===== src/rtl/video_timing_gen_pkg.sv =====
// rtl/video_timing_gen_pkg.sv - shared 640x480 timing constants, totals and comparison helpers
package video_timing_gen_pkg;

    typedef logic [9:0] coord_t;

    localparam int DEF_H_VISIBLE = 640;
    localparam int DEF_H_FRONT   = 16;
    localparam int DEF_H_SYNC    = 96;
    localparam int DEF_H_BACK    = 48;
    localparam int DEF_V_VISIBLE = 480;
    localparam int DEF_V_FRONT   = 10;
    localparam int DEF_V_SYNC    = 2;
    localparam int DEF_V_BACK    = 33;

    localparam logic SYNC_ACTIVE = 1'b0;

    function automatic int line_total(input int visible, input int front, input int sync_w, input int back);
        return visible + front + sync_w + back;
    endfunction

    localparam int DEF_H_TOTAL = line_total(DEF_H_VISIBLE, DEF_H_FRONT, DEF_H_SYNC, DEF_H_BACK);
    localparam int DEF_V_TOTAL = line_total(DEF_V_VISIBLE, DEF_V_FRONT, DEF_V_SYNC, DEF_V_BACK);

    // Compared at 11 bits so a limit of exactly 1024 still works.
    function automatic logic below(input coord_t x, input int lim);
        return {1'b0, x} < 11'(lim);
    endfunction

    function automatic logic in_window(input coord_t x, input int lo, input int len);
        return !below(x, lo) && below(x, lo + len);
    endfunction

endpackage


===== src/rtl/video_timing_gen_sync_delay_line.sv =====
// rtl/video_timing_gen_sync_delay_line.sv - pix_tick-enabled shift register that idles at the inactive sync level
module sync_delay_line #(
    parameter int DEPTH = 1
) (
    input  logic clk,
    input  logic reset_n,
    input  logic en,
    input  logic din,
    output logic dout
);

    if (DEPTH == 0) begin : g_bypass
        logic unused_ok;
        assign unused_ok = &{1'b0, clk, reset_n, en};
        assign dout = din;
    end else begin : g_shift
        logic [DEPTH-1:0] stages;

        always_ff @(posedge clk or negedge reset_n) begin
            if (!reset_n) begin
                stages <= '1;
            end else if (en) begin
                stages[0] <= din;
                for (int i = 1; i < DEPTH; i++) begin
                    stages[i] <= stages[i-1];
                end
            end
        end

        assign dout = stages[DEPTH-1];
    end

endmodule


===== src/rtl/video_timing_gen.sv =====
// rtl/video_timing_gen.sv - pixel clock divider, raster counters, video enable and delayed sync outputs
module video_timing_gen
    import video_timing_gen_pkg::*;
#(
    parameter int H_VISIBLE  = DEF_H_VISIBLE,
    parameter int H_FRONT    = DEF_H_FRONT,
    parameter int H_SYNC     = DEF_H_SYNC,
    parameter int H_BACK     = DEF_H_BACK,
    parameter int V_VISIBLE  = DEF_V_VISIBLE,
    parameter int V_FRONT    = DEF_V_FRONT,
    parameter int V_SYNC     = DEF_V_SYNC,
    parameter int V_BACK     = DEF_V_BACK,
    parameter int CLK_DIV    = 4,
    parameter int SYNC_DELAY = 1
) (
    input  logic       clk,
    input  logic       reset_n,
    output logic [9:0] pixel_column,
    output logic [9:0] pixel_row,
    output logic       video_on,
    output logic       horiz_sync,
    output logic       vert_sync,
    output logic       pix_tick,
    output logic       frame_tick
);

    localparam int         H_TOTAL  = line_total(H_VISIBLE, H_FRONT, H_SYNC, H_BACK);
    localparam int         V_TOTAL  = line_total(V_VISIBLE, V_FRONT, V_SYNC, V_BACK);
    localparam int         HS_START = H_VISIBLE + H_FRONT;
    localparam int         VS_START = V_VISIBLE + V_FRONT;
    localparam logic [1:0] DIV_LAST = 2'(CLK_DIV - 1);
    localparam coord_t     H_LAST   = coord_t'(H_TOTAL - 1);
    localparam coord_t     V_LAST   = coord_t'(V_TOTAL - 1);

    if (!(CLK_DIV == 1 || CLK_DIV == 2 || CLK_DIV == 4) || SYNC_DELAY < 0 || SYNC_DELAY > 3 ||
        H_TOTAL > 1024 || V_TOTAL > 1024 || H_VISIBLE < 1 || V_VISIBLE < 1 ||
        H_FRONT < 0 || H_SYNC < 0 || H_BACK < 0 || V_FRONT < 0 || V_SYNC < 0 || V_BACK < 0) begin : g_bad_params
        $fatal(1, "video_timing_gen: illegal timing parameters");
    end

    logic [1:0] div;
    logic       started;
    logic       h_wrap;
    logic       v_wrap;
    coord_t     h_next;
    coord_t     v_next;
    logic       hs_int;
    logic       vs_int;

    // The first tick after reset presents (0,0) rather than advancing past it.
    always_comb begin
        h_wrap = (pixel_column == H_LAST);
        v_wrap = (pixel_row == V_LAST);
        h_next = pixel_column;
        v_next = pixel_row;
        if (started) begin
            if (h_wrap) begin
                h_next = '0;
                v_next = v_wrap ? '0 : pixel_row + 10'd1;
            end else begin
                h_next = pixel_column + 10'd1;
            end
        end
    end

    always_ff @(posedge clk or negedge reset_n) begin
        if (!reset_n) begin
            div          <= '0;
            pix_tick     <= 1'b0;
            started      <= 1'b0;
            pixel_column <= '0;
            pixel_row    <= '0;
            video_on     <= 1'b0;
            frame_tick   <= 1'b0;
            hs_int       <= ~SYNC_ACTIVE;
            vs_int       <= ~SYNC_ACTIVE;
        end else begin
            div        <= (div == DIV_LAST) ? 2'd0 : div + 2'd1;
            pix_tick   <= (div == DIV_LAST);
            frame_tick <= 1'b0;
            if (pix_tick) begin
                started      <= 1'b1;
                pixel_column <= h_next;
                pixel_row    <= v_next;
                video_on     <= below(h_next, H_VISIBLE) && below(v_next, V_VISIBLE);
                frame_tick   <= started && h_wrap && v_wrap;
                hs_int       <= in_window(h_next, HS_START, H_SYNC) ? SYNC_ACTIVE : ~SYNC_ACTIVE;
                vs_int       <= in_window(v_next, VS_START, V_SYNC) ? SYNC_ACTIVE : ~SYNC_ACTIVE;
            end
        end
    end

    sync_delay_line #(.DEPTH(SYNC_DELAY)) u_hsync_delay (
        .clk     (clk),
        .reset_n (reset_n),
        .en      (pix_tick),
        .din     (hs_int),
        .dout    (horiz_sync)
    );

    sync_delay_line #(.DEPTH(SYNC_DELAY)) u_vsync_delay (
        .clk     (clk),
        .reset_n (reset_n),
        .en      (pix_tick),
        .din     (vs_int),
        .dout    (vert_sync)
    );

endmodule


===== config.mk =====
export PLATFORM = sky130hd
export DESIGN_NAME = video_timing_gen
export DESIGN_NICKNAME = d
export VERILOG_FILES = /design/src/rtl/video_timing_gen_pkg.sv /design/src/rtl/video_timing_gen_sync_delay_line.sv /design/src/rtl/video_timing_gen.sv
export SDC_FILE = /design/constraint.sdc
export NUM_CORES = 1
export LEC_CHECK = 0
export BUFFER_PORTS_ARGS = -buffer_cell sky130_fd_sc_hd__buf_4
export CORE_MARGIN = 5
export CORE_UTILIZATION = 56
export CTS_CLUSTER_DIAMETER = 100
export DETAILED_ROUTE_END_ITERATION = 6
export PLACE_DENSITY = 0.78
export RECOVER_POWER = 50
export SYNTH_ARGS = -nofsm -noshare
export SYNTH_HDL_FRONTEND = slang
export SYNTH_SLANG_ARGS = --single-unit

===== constraint.sdc =====
create_clock -name clk -period 2.6 [get_ports clk]
set_clock_uncertainty 0.1 [all_clocks]
set_input_delay 0.26 -clock clk [delete_from_list [all_inputs] [get_ports clk]]
set_output_delay 0.26 -clock clk [all_outputs]
set_load 0.005 [all_outputs]

After elaboration in Yosys (flattened, before gate mapping)
Cells that the tools add are included.

operators by class
  add/subtract/negate cells = 3
  magnitude comparators = 6
  equal/unequal tests = 3
  mux-type cells = 9
  reductions and logical operators = 7

operator list
  kind                     number
  $mux W10                 5
  $lt A10 B10 Y1 const B   3
  $lt A10 B9 Y1 const B    3
  $add A10 B1 Y10 const B  2
  $eq A10 B10 Y1 const B   2
  $logic_and A1 B1 Y1      5
  $mux W1                  3
  $add A2 B1 Y2 const B    1
  $eq A2 B2 Y1 const B     1
  $logic_not A1 Y1         2
  $mux W2                  1

word-level totals
  bits in registers = 30
  output and inout port bits = 25

Logic depth before layout (Yosys ltp)
Gate-level depths: netlist of the first run.

  word-level depth = 8
  gate-level depth with buffers = 8
  gate-level depth less buffers = 8

By module
Synthesis of the first run repeated with hierarchy kept, for this count alone.

unflattened totals
  cells, all modules = 218
  area total of the unflattened synthesis = 1908.1 um^2

by module, submodules not included
  module            times used  cells an instance  area each (um^2)
  video_timing_gen  1           214                1825.5
  sync_delay_line   2           2                  41.3

Worst setup path before layout of the first run
No wires, ideal clock.

  kind = register to register
  from = register pixel_column[0]
  to = register video_on
  arrival = 1903 ps
  required time = 2399 ps
  slack = 496 ps
  cell stages (with the launch flop) = 9
  buffers on the path = 1
  clock period less this slack = 2104 ps
  path through = dfrtp_1 ha_1 nand4_2 or4_1 buf_2 nor2_4 xnor2_1 nor3_2 o32ai_1

on the way
  cells in the longest elaborated chain, start to end = 5
  elaborated cells on any way between the ends = 9
  those cells by class = add/sub: 1; order compare: 2; eq/ne: 1; mux: 4; reduce/logical: 1

RTL lines
  item                                               RTL line                                        source
  start: declaration                                 video_timing_gen.sv:18                          output logic [9:0] pixel_column,
  start signal: assignment                           video_timing_gen.sv:83                          pixel_column <= h_next;
  $add A10 B1 Y10 or $eq A10 B10 Y1 (tied branches)  video_timing_gen.sv:61, video_timing_gen.sv:52
  $mux W10                                           video_timing_gen.sv:57                          if (h_wrap) begin
  $mux W10                                           video_timing_gen.sv:56                          if (started) begin
  $lt A10 B10 Y1 or $lt A10 B9 Y1 (tied branches)    video_timing_gen_pkg.sv:26                      return {1'b0, x} < 11'(lim);
  $logic_and A1 B1 Y1 *                              video_timing_gen.sv:85                          video_on <= below(h_next, H_VISIBLE) && below(v_next, V_VISIBLE);
  end signal: assignment                             video_timing_gen.sv:85
  end: declaration                                   video_timing_gen.sv:20                          output logic video_on,

Mark *: on every way between the ends. The rest lies on a longest branch, timed or not.
A chain may end at the register's enable or synchronous reset.

Final worst setup path of the first run
Same ends and word-level chain as after synthesis.

==> results.py, run 1 <==
metrics = {
    "run_status": {
        "status": "finished, violations left",
        "violations": "max-capacitance violations, max-slew violations",
    },
    "synth": {
        "synth_ff_type": "dfrtp_1",
        "syn-cell-area_um2": 1840,
        "synthCells": 206,
        "yosysWarnings": 0,
        "synthDistinctLibCells": 49,
        "synth-seq-cells": 30,
        "ys_seq_area_frac": 0.410,
        "syn_nets": 212,
        "avgSynthCellArea_um2": 8.95,
        "synth_area_leaders": "dfrtp_1 (35%), o21ai_0 (6.2%), dfstp_2 (5.7%), nand2_1 (5.7%), nor2_1 (3.1%)",
        "yosysTopAreaCell": "dfrtp_1",
        "synth-edff-count": 0,
        "synth.top_cell.area_share": 0.353,
        "synthArstFlopShare": 1.00,
    },
    "cells_and_area": {
        "drive_gt1_frac": 0.221,
        "area_growth_syn_to_layout_pct": 14.3,
        "fin_cells": 275,
        "layout.nets": 236,
        "final_cell_area_um2": 2110,
        "num_antenna_cells": 0,
        "post-route-util": 0.679,
    },
    "placement": {
        "portBuffers": 26,
        "dp_hpwl_um": 2950,
        "placed_cells": 266,
        "gp_congestion": 0.931,
        "place_area_um2": 2050,
    },
    "grt": {
        "overflow": 0,
        "track_usage": 0.204,
        "grt_pass1_vias": 1488,
        "grt_use_met2": 0.312,
        "use_met1": 0.279,
        "grt_util_met3": 0.0599,
        "grt-busiest-layer": "met2",
        "antenna_found_initial": 0,
        "grt_max_degree": 31,
        "grt_pass1_wl_um": 7010,
    },
    "cts": {
        "cts_buffers": 5,
        "cts_root_buf": "clkbuf_4",
        "clock_latency_ps": 340,
        "htreeDepth": 2,
        "cts_setup_buffers": 0,
        "post_cts_resized": 0,
        "cts_tree": "yes",
        "clk_pin_slew_ps": 90,
        "cts.sinks": 30,
        "clockBufferDepth": 2,
        "cts_hold_buf": 1,
    },
    "route": {
        "drtAntennaViolNets": 0,
        "num_vias": 1626,
        "drt-vias-per-instance": 5.91,
        "post_drt_wl_per_cell_um": 14.9,
        "wirelength_um": 4090,
        "drt_iter0_markers": 167,
        "drc": 0,
        "drtPass1Iterations": 4,
    },
    "floorplan": {
        "ios": 27,
        "initial_utilization": 0.594,
        "rows": 20,
        "design.core.area_um2": 3100,
        "chipWidth_um": 67.4,
        "fp.dieH_um": 67.4,
        "die_area_um2": 4540,
    },
    "timing": {
        "max_freq_mhz": 429,
        "slew_viol_final": 31,
        "relSlewSlack": -0.0412,
        "finalHoldViolCount": 0,
        "timing.final.crit_share": 0.897,
        "rsz0062_at_grt": "false",
        "period_needed_ps": 2330,
        "setup_viol": 0,
        "tns_ps": 0,
        "worstMarginPinSlew_ps": 1560,
    },
    "critical_path": {
        "crit_type": "reg2reg",
        "reg2reg_from": "pixel_column[0]",
        "r2r_setup_slack_ps": 270,
        "worstPathArrival_ps": 2470,
        "cp.required_ps": 2740,
        "cp-end-kind": "register",
        "startpoint_type": "register",
        "timing.rr.end": "video_on",
        "reg2regPathDepth": 7,
        "cp_max_fo": 8,
    },
    "hold_path": {
        "holdPathEnd": "div[0]",
        "hold_class": "reg2reg",
        "holdPathStages": 1,
        "hp-start": "div[0]",
    },
    "pwr": {
        "p_per_area_nw_per_um2": 367,
        "leakage_nw": 0.913,
        "vdd_drop_max_mv": 0.333,
    },
    "run": {
        "cap_violations": 1,
    },
}
## per-stage QoR
step	worst slack [ps]	hold slack (ps)	total power [W]
floorplan	496	-136	0.000476
global placement	386	104	0.000486
detailed placement	313	111	0.000486
CTS	268	272	0.000784
global route	74.6	363	0.000809
finish	268	338	0.000774
## synth_stat cells (2+ instances only)
library cell,instances
dfstp_2,4
nand3_1,9
ha_1,4
and2_1,2
nand4_1,6
or3_1,3
a21oi_1,8
buf_2,6
dfrtp_1,26
or4_1,2
nor2_1,15
o21ai_0,23
buf_4,2
o22ai_1,2
or2_2,2
xor2_1,2
clkbuf_1,5
nand3b_1,3
nand2_1,28
mux2i_1,2
nor3_1,6
a21o_1,2
nand4b_4,2
xnor2_1,6
o32ai_1,2
mux2_2,2
inv_1,9
nor4_2,2
## flip-flops by register name, indices dropped and copies added (netlist names)
register	count
hs_int	1
pixel_row	10
started	1
u_hsync_delay.dout	1
video_on	1
frame_tick	1
div	2
pixel_column	10
pix_tick	1
u_vsync_delay.dout	1
vs_int	1
## final cells by class
class,instances,area (um^2)
multi-input cells,154,990
clock inverters,1,5.00
repair buffers,30,213
inverters,9,33.8
flip-flops and latches,30,756
clock buffers,7,55.1
fillers,257,996
well taps,44,55.1
## critical path, cell delays in order (launching register included)
cell and delay [ps]:
dfrtp_1 430, ha_1 240, nand4_2 220, or4_1 600, nor2_4 150, xnor2_1 140, nor3_2 80, o32ai_1 280
## logic make-up after synthesis
family / synth area share
and+or+nand+nor: 0.271
AOI/OAI and AO/OA: 0.178
xor gates and xnor gates: 0.0380
buffers and inverters: 0.0530
adders and majority gates: 0.0272
muxes: 0.0231
DFF: 0.410
## layout by cell type, fill, tap and decap left out, types with 2 or more instances in the layout
cell type  count
inv_1          9
dfstp_2        4
o21ai_0       23
ha_1           4
mux2_2         2
or4_1          2
dfrtp_1       26
clkbuf_4      10
clkbuf_1       5
o32ai_1        2
or3_1          3
and2_1         2
nand2_1       28
buf_4         20
nand4_1        6
nand3b_1       3
xnor2_1        6
nand4b_4       2
xor2_1         2
a21oi_1        8
mux2i_1        2
nor4_2         2
or2_2          2
a21o_1         2
nor2_1        15
nor3_1         6
nand3_1        9
o22ai_1        2
## per-layer routing
layer  part of all wire  up-vias
met5                  0        -
met4              0.021        0
met3              0.073       11
met2               0.44       68
met1               0.47      761
li1                   -      786
## where the power goes
| group | switching, W | internal (W) | total (W) |
|---|---|---|---|
| Clock | 0.000166 | 0.000131 | 0.000297 |
| Combinational | 0.00000863 | 0.00000128 | 0.00000992 |
| Sequential | 0 | 0.000467 | 0.000467 |
| Total | 0.000175 | 0.000599 | 0.000774 |
## worst max-delay path by stage
stage          slack (ps)       startpoint  endpoint
2_1_floorplan         500  pixel_column[0]  video_on
3_3_place_gp          390  pixel_column[0]  video_on
3_5_place_dp          310  pixel_column[0]  video_on
4_1_cts               270  pixel_column[0]  video_on
5_1_grt                70  pixel_column[0]  video_on
6_report              270  pixel_column[0]  video_on
No activity file was read; power rests on OpenSTA's default activity.
==> inputs of run 2 (changes only) <==
--- a/config.mk
+++ b/config.mk
@@ -8,9 +8,9 @@
 export BUFFER_PORTS_ARGS = -buffer_cell sky130_fd_sc_hd__buf_4
 export CORE_MARGIN = 5
 export CORE_UTILIZATION = 56
-export CTS_CLUSTER_DIAMETER = 100
+export CTS_CLUSTER_DIAMETER = 60
 export DETAILED_ROUTE_END_ITERATION = 6
-export PLACE_DENSITY = 0.78
+export PLACE_DENSITY = 0.89
 export RECOVER_POWER = 50
 export SYNTH_ARGS = -nofsm -noshare
 export SYNTH_HDL_FRONTEND = slang
==> run 2 against run 1 <==
- the flow still finishes with violations (max-capacitance violations, max-slew violations)
- largest cell class unchanged
- register-to-register slack lost 20 ps
- cell area up 2.4%
- die area stayed put
- first-iteration DRC count increased by 5.4%
- via count up 3.6%
==> results.py, run 2 (synthesis gave the netlist of run 1 again) <==
metrics = {
    "cts": {
        "cts_setup_buffers": 0,
        "clock_latency_ps": 350,
        "cts.sinks": 30,
        "cts_tree": "yes",
        "cts_root_buf": "clkbuf_4",
        "clockBufferDepth": 2,
        "cts_buffers": 5,
        "htreeDepth": 2,
        "clk_pin_slew_ps": 100,
    },
    "cells_and_area": {
        "post-route-util": 0.696,
        "final_cell_area_um2": 2160,
        "layout_common_cells": "nand2_1 (28), dfrtp_1 (26), o21ai_0 (23), buf_4 (19), nor2_1 (15)",
        "drive_gt1_frac": 0.230,
        "layout.nets": 235,
        "n_fill_cell": 269,
        "final_common_cell": "nand2_1",
        "largestRegisters": "pixel_column: 10 flops, pixel_row: 10 flops, div: 2 flops",
        "num_antenna_cells": 0,
        "area_growth_syn_to_layout_pct": 17.1,
    },
    "pwr": {
        "p_per_area_nw_per_um2": 455,
        "vdd_drop_max_mv": 0.317,
        "netSwitchingPower_w": 0.000189,
        "p_clk_frac": 0.515,
        "leakage_nw": 0.938,
        "internal_power_w": 0.000794,
        "p_sw_frac": 0.192,
        "p_comb_frac": 0.010,
        "seqPwrFrac": 0.475,
    },
    "floorplan": {
        "die_area_um2": 4540,
        "initial_utilization": 0.594,
        "rows": 20,
        "ios": 27,
        "fp.dieH_um": 67.4,
        "chipWidth_um": 67.4,
        "design.core.area_um2": 3100,
    },
    "critical_path": {
        "timing.rr.end": "video_on",
        "worstPathArrival_ps": 2510,
        "cp_max_fo": 8,
        "reg2reg_from": "pixel_column[0]",
        "reg2regPathDepth": 7,
        "cp-end-kind": "register",
        "cp.required_ps": 2760,
        "startpoint_type": "register",
        "r2r_setup_slack_ps": 250,
        "crit_type": "reg2reg",
    },
    "route": {
        "drtAntennaViolNets": 0,
        "drtPass1Iterations": 4,
        "drt_iter0_markers": 176,
        "drc": 0,
        "post_drt_wl_per_cell_um": 15.8,
        "drt-vias-per-instance": 6.15,
        "wirelength_um": 4340,
        "num_vias": 1684,
    },
    "timing": {
        "relSlewSlack": -0.0673,
        "slew_viol_final": 31,
        "period_needed_ps": 2350,
        "rsz0062_at_grt": "false",
        "max_freq_mhz": 425,
        "finalHoldViolCount": 0,
        "tns_ps": 0,
        "timing.final.crit_share": 0.905,
        "setup_viol": 0,
        "worstMarginPinSlew_ps": 1600,
    },
    "run": {
        "cap_violations": 1,
    },
    "hold_path": {
        "hold_class": "reg2reg",
        "hp-start": "div[0]",
        "holdPathEnd": "div[0]",
        "holdPathStages": 1,
    },
    "grt": {
        "grt_max_degree": 31,
        "grt_pass1_wl_um": 7290,
        "overflow": 0,
        "grt_pass1_vias": 1507,
        "antenna_found_initial": 0,
        "track_usage": 0.216,
    },
    "placement": {
        "place_area_um2": 2040,
        "gp_congestion": 0.900,
        "portBuffers": 26,
        "dp_hpwl_um": 3020,
    },
    "run_status": {
        "status": "finished, violations left",
        "violations": "max-capacitance violations, max-slew violations",
    },
}
==> run 2: changes by cell type in the layout (fill, tap and decap cells not counted) <==
cell / previous run / this run
bufinv_16: 0 / 2
clkinv_2: 1 / 0
buf_4: 20 / 19
clkbuf_1: 5 / 2
clkbuf_4: 10 / 12
==> run 2: layer usage <==
metal	GRT usage	wire, um
met3	0.0383	279
met5	0	0
met4	0.106	80
met2	0.326	2070
met1	0.296	1910
==> run 2: critical path, stage by stage (launching register included) <==
cell     delay (ps)
dfrtp_1         420
ha_1            240
nand4_2         250
or4_1           620
nor2_4          160
xnor2_1         140
nor3_2           70
o32ai_1         260
==> run 2: cell type report <==
| cell class | instances | area (um^2) | share of cell area |
|---|---|---|---|
| clock inverters | 2 | 60.1 | 0.0278 |
| inverters | 9 | 33.8 | 0.0157 |
| repair buffers | 29 | 213 | 0.0986 |
| well taps | 44 | 55.1 | 0.0255 |
| flip-flops and latches | 30 | 756 | 0.350 |
| multi-input cells | 154 | 990 | 0.459 |
| clock buffers | 6 | 51.3 | 0.0238 |
==> run 2: timing repair <==
item / CTS / global route
endpoints found under the hold margin: 26 / 0
hold buffers: 1 / 0
gates resized for setup: 0 / 0
==> run 2: per-stage QoR <==
step	hold slack, ps	total power [W]	std cells	worst slack (ps)
global route	373	0.00101	274	106
CTS	278	0.000985	274	255
global placement	107	0.000486	265	383
detailed placement	112	0.000486	265	292
finish	333	0.000982	274	247
floorplan	-136	0.000476	206	496
==> run 2: how the worst max path moves through the flow <==
stage,slack [ps],cells past startpoint,startpoint,to
final,250,7,pixel_column[0],video_on
after global routing,110,7,pixel_column[0],video_on
after CTS,260,7,pixel_column[0],video_on
after detailed placement,290,7,pixel_column[0],video_on
after global placement,380,7,pixel_column[0],video_on
after floorplan,500,8,pixel_column[0],video_on
==> run 2: power by group through the flow <==
stage / clock network (W) / registers (W) / logic [W]
final: 0.000506 / 0.000467 / 0.0000101
after global routing: 0.000528 / 0.000467 / 0.0000128
after CTS: 0.000506 / 0.000467 / 0.0000117
after detailed placement: 0 / 0.000475 / 0.0000106
after global placement: 0 / 0.000475 / 0.0000103
after floorplan: 0 / 0.000476 / 0.000000000411
==> inputs of run 3 (changes only) <==
--- a/config.mk
+++ b/config.mk
@@ -6,10 +6,12 @@
 export NUM_CORES = 1
 export LEC_CHECK = 0
 export BUFFER_PORTS_ARGS = -buffer_cell sky130_fd_sc_hd__buf_4
+export CORE_ASPECT_RATIO = 0.6
 export CORE_MARGIN = 5
 export CORE_UTILIZATION = 56
 export CTS_CLUSTER_DIAMETER = 60
 export DETAILED_ROUTE_END_ITERATION = 6
+export HOLD_SLACK_MARGIN = 0.15
 export PLACE_DENSITY = 0.89
 export RECOVER_POWER = 50
 export SYNTH_ARGS = -nofsm -noshare
==> run 3 against run 2 <==
- the run still ends with max-capacitance violations, max-slew violations left
- maximum frequency rose by 1.0%
- worst hold slack got worse by 7.0 ps
- combinational power barely moved
- non-clock buffer count rose by 2
- die area rose by 0.82%
- sequential power barely moved
- core utilization fell by 2.3 points
- critical path depth did not move
- first-iteration DRC count fell by 30%
- global-route usage fell by 0.72 points
- critical endpoint unchanged
- largest cell class unchanged
==> results.py, run 3 (synthesis gave the netlist of run 1 again) <==
metrics = {
    "run_status": {
        "status": "finished, violations left",
        "violations": "max-capacitance violations, max-slew violations",
    },
    "timing": {
        "setup_viol": 0,
        "worstMarginPinSlew_ps": 1580,
        "setup_slack_ps": 270,
        "timing.final.crit_share": 0.896,
        "period_needed_ps": 2330,
        "rsz0062_at_grt": "false",
        "slew_viol_final": 31,
        "tns_ps": 0,
        "finalHoldViolCount": 0,
        "whs_ps": 326,
        "max_freq_mhz": 429,
        "relSlewSlack": -0.0516,
    },
    "cts": {
        "clockBufferDepth": 2,
        "cts_setup_buffers": 0,
        "clock_latency_ps": 290,
        "clk_pin_slew_ps": 60,
        "cts_buffers": 5,
        "htreeDepth": 2,
        "cts_tree": "yes",
        "post_cts_resized": 0,
        "cts_root_buf": "clkbuf_8",
        "cts.sinks": 30,
    },
    "route": {
        "drt-vias-per-instance": 6.13,
        "drtAntennaViolNets": 0,
        "drtPass1Iterations": 5,
        "wirelength_um": 4300,
        "post_drt_wl_per_cell_um": 15.5,
        "num_vias": 1697,
        "drt_iter0_markers": 124,
        "drc": 0,
    },
    "cells_and_area": {
        "final_common_cell": "nand2_1",
        "num_antenna_cells": 0,
        "drive_gt1_frac": 0.233,
        "n_fill_cell": 273,
        "layout.nets": 237,
        "area_growth_syn_to_layout_pct": 16.9,
        "layout_common_cells": "nand2_1 (28), dfrtp_1 (26), o21ai_0 (23), buf_4 (22), nor2_1 (15)",
        "largestRegisters": "pixel_column: 10 flops, pixel_row: 10 flops, div: 2 flops",
    },
    "critical_path": {
        "startpoint_type": "register",
        "worstPathArrival_ps": 2420,
        "cp-end-kind": "register",
        "cp_max_fo": 8,
        "cpPeakStageDelay_ps": 620,
        "crit_slowest_cell": "or4_1",
        "crit_chain": "ha_1, nand4_2, or4_1, nor2_4, xnor2_1, nor3_2, o32ai_1",
        "cp.required_ps": 2690,
        "crit_type": "reg2reg",
    },
    "placement": {
        "pre_cts_slack_ps": 299,
        "dp_hpwl_um": 3110,
        "portBuffers": 26,
        "gp_congestion": 0.910,
    },
    "floorplan": {
        "die_area_um2": 4580,
        "chipWidth_um": 84.1,
        "design.core.area_um2": 3200,
        "fp.dieH_um": 54.4,
        "initial_utilization": 0.575,
        "rows": 16,
        "ios": 27,
    },
    "pwr": {
        "vdd_drop_max_mv": 0.271,
        "finalPower_w": 0.000870,
        "p_per_area_nw_per_um2": 404,
        "leakage_nw": 0.940,
    },
    "grt": {
        "antenna_found_initial": 0,
        "grt_max_degree": 31,
        "track_usage": 0.208,
        "overflow": 0,
        "grt_pass1_vias": 1556,
        "grt_pass1_wl_um": 7380,
    },
    "run": {
        "cap_violations": 1,
    },
    "hold_path": {
        "hold_class": "reg2reg",
    },
}
==> run 3: layout make-up <==
cell class | instances | area, um^2 | share of cell area
Inverter | 9 | 33.8 | 0.0157
Tap cell | 45 | 56.3 | 0.0261
Clock inverter | 1 | 5.00 | 0.00232
Multi-Input combinational cell | 154 | 990 | 0.459
Clock buffer | 7 | 86.3 | 0.0401
Sequential cell | 30 | 756 | 0.351
Timing Repair Buffer | 31 | 228 | 0.106
==> run 3: routing by layer <==
layer / GRT usage / vias up / share of wire
met3: 0.0556 / 9 / 0.074
li1: - / 799 / -
met2: 0.323 / 77 / 0.44
met1: 0.280 / 812 / 0.47
met5: 0 / - / 0
met4: 0.0882 / 0 / 0.016
==> run 3: worst max-delay path: cells and delay by family, from the launching register on <==
family	cells	cell delay [ps]
AO/OA/AOI/OAI	1	270
XOR/XNOR	1	150
adder cells (fa/ha/maj)	1	240
flip-flops	1	400
AND/OR/NAND/NOR	4	1070
==> run 3: repair_timing <==
action | CTS | global route
endpoints found under the hold margin | 30 | 0
endpoints found under the setup margin | 0 | 0
hold buffers | 1 | 0
==> run 3: stage by stage <==
step | cells | util | cell area, um^2
2_1_floorplan | 206 | - | 1840
3_3_place_gp | 268 | 0.643 | 2060
3_5_place_dp | 268 | 0.643 | 2060
4_1_cts | 277 | 0.675 | 2160
5_1_grt | 277 | 0.673 | 2150
6_report | 277 | 0.673 | 2150
==> run 3: worst paths after layout <==
kind / from / to / slack (ps) / cells past startpoint
worst max-delay path: pixel_column[0] / video_on / 270 / 7
worst min-delay path: div[0] / div[0] / 330 / 1
worst max register to register: pixel_column[0] / video_on / 270 / 7
worst min register to register: div[0] / div[0] / 330 / 1
max in group asynchronous: reset_n / pixel_column[6] / 680 / 2
min in group asynchronous: reset_n / pixel_column[2] / 800 / 2
==> run 3: where the power goes <==
group	internal [W]	switching, W	leakage (nW)	total (W)
sequential	0.000467	0	0.375	0.000467
clock	0.000213	0.000179	0.0482	0.000392
combinational	0.00000128	0.00000872	0.516	0.0000100
total	0.000682	0.000188	0.940	0.000870
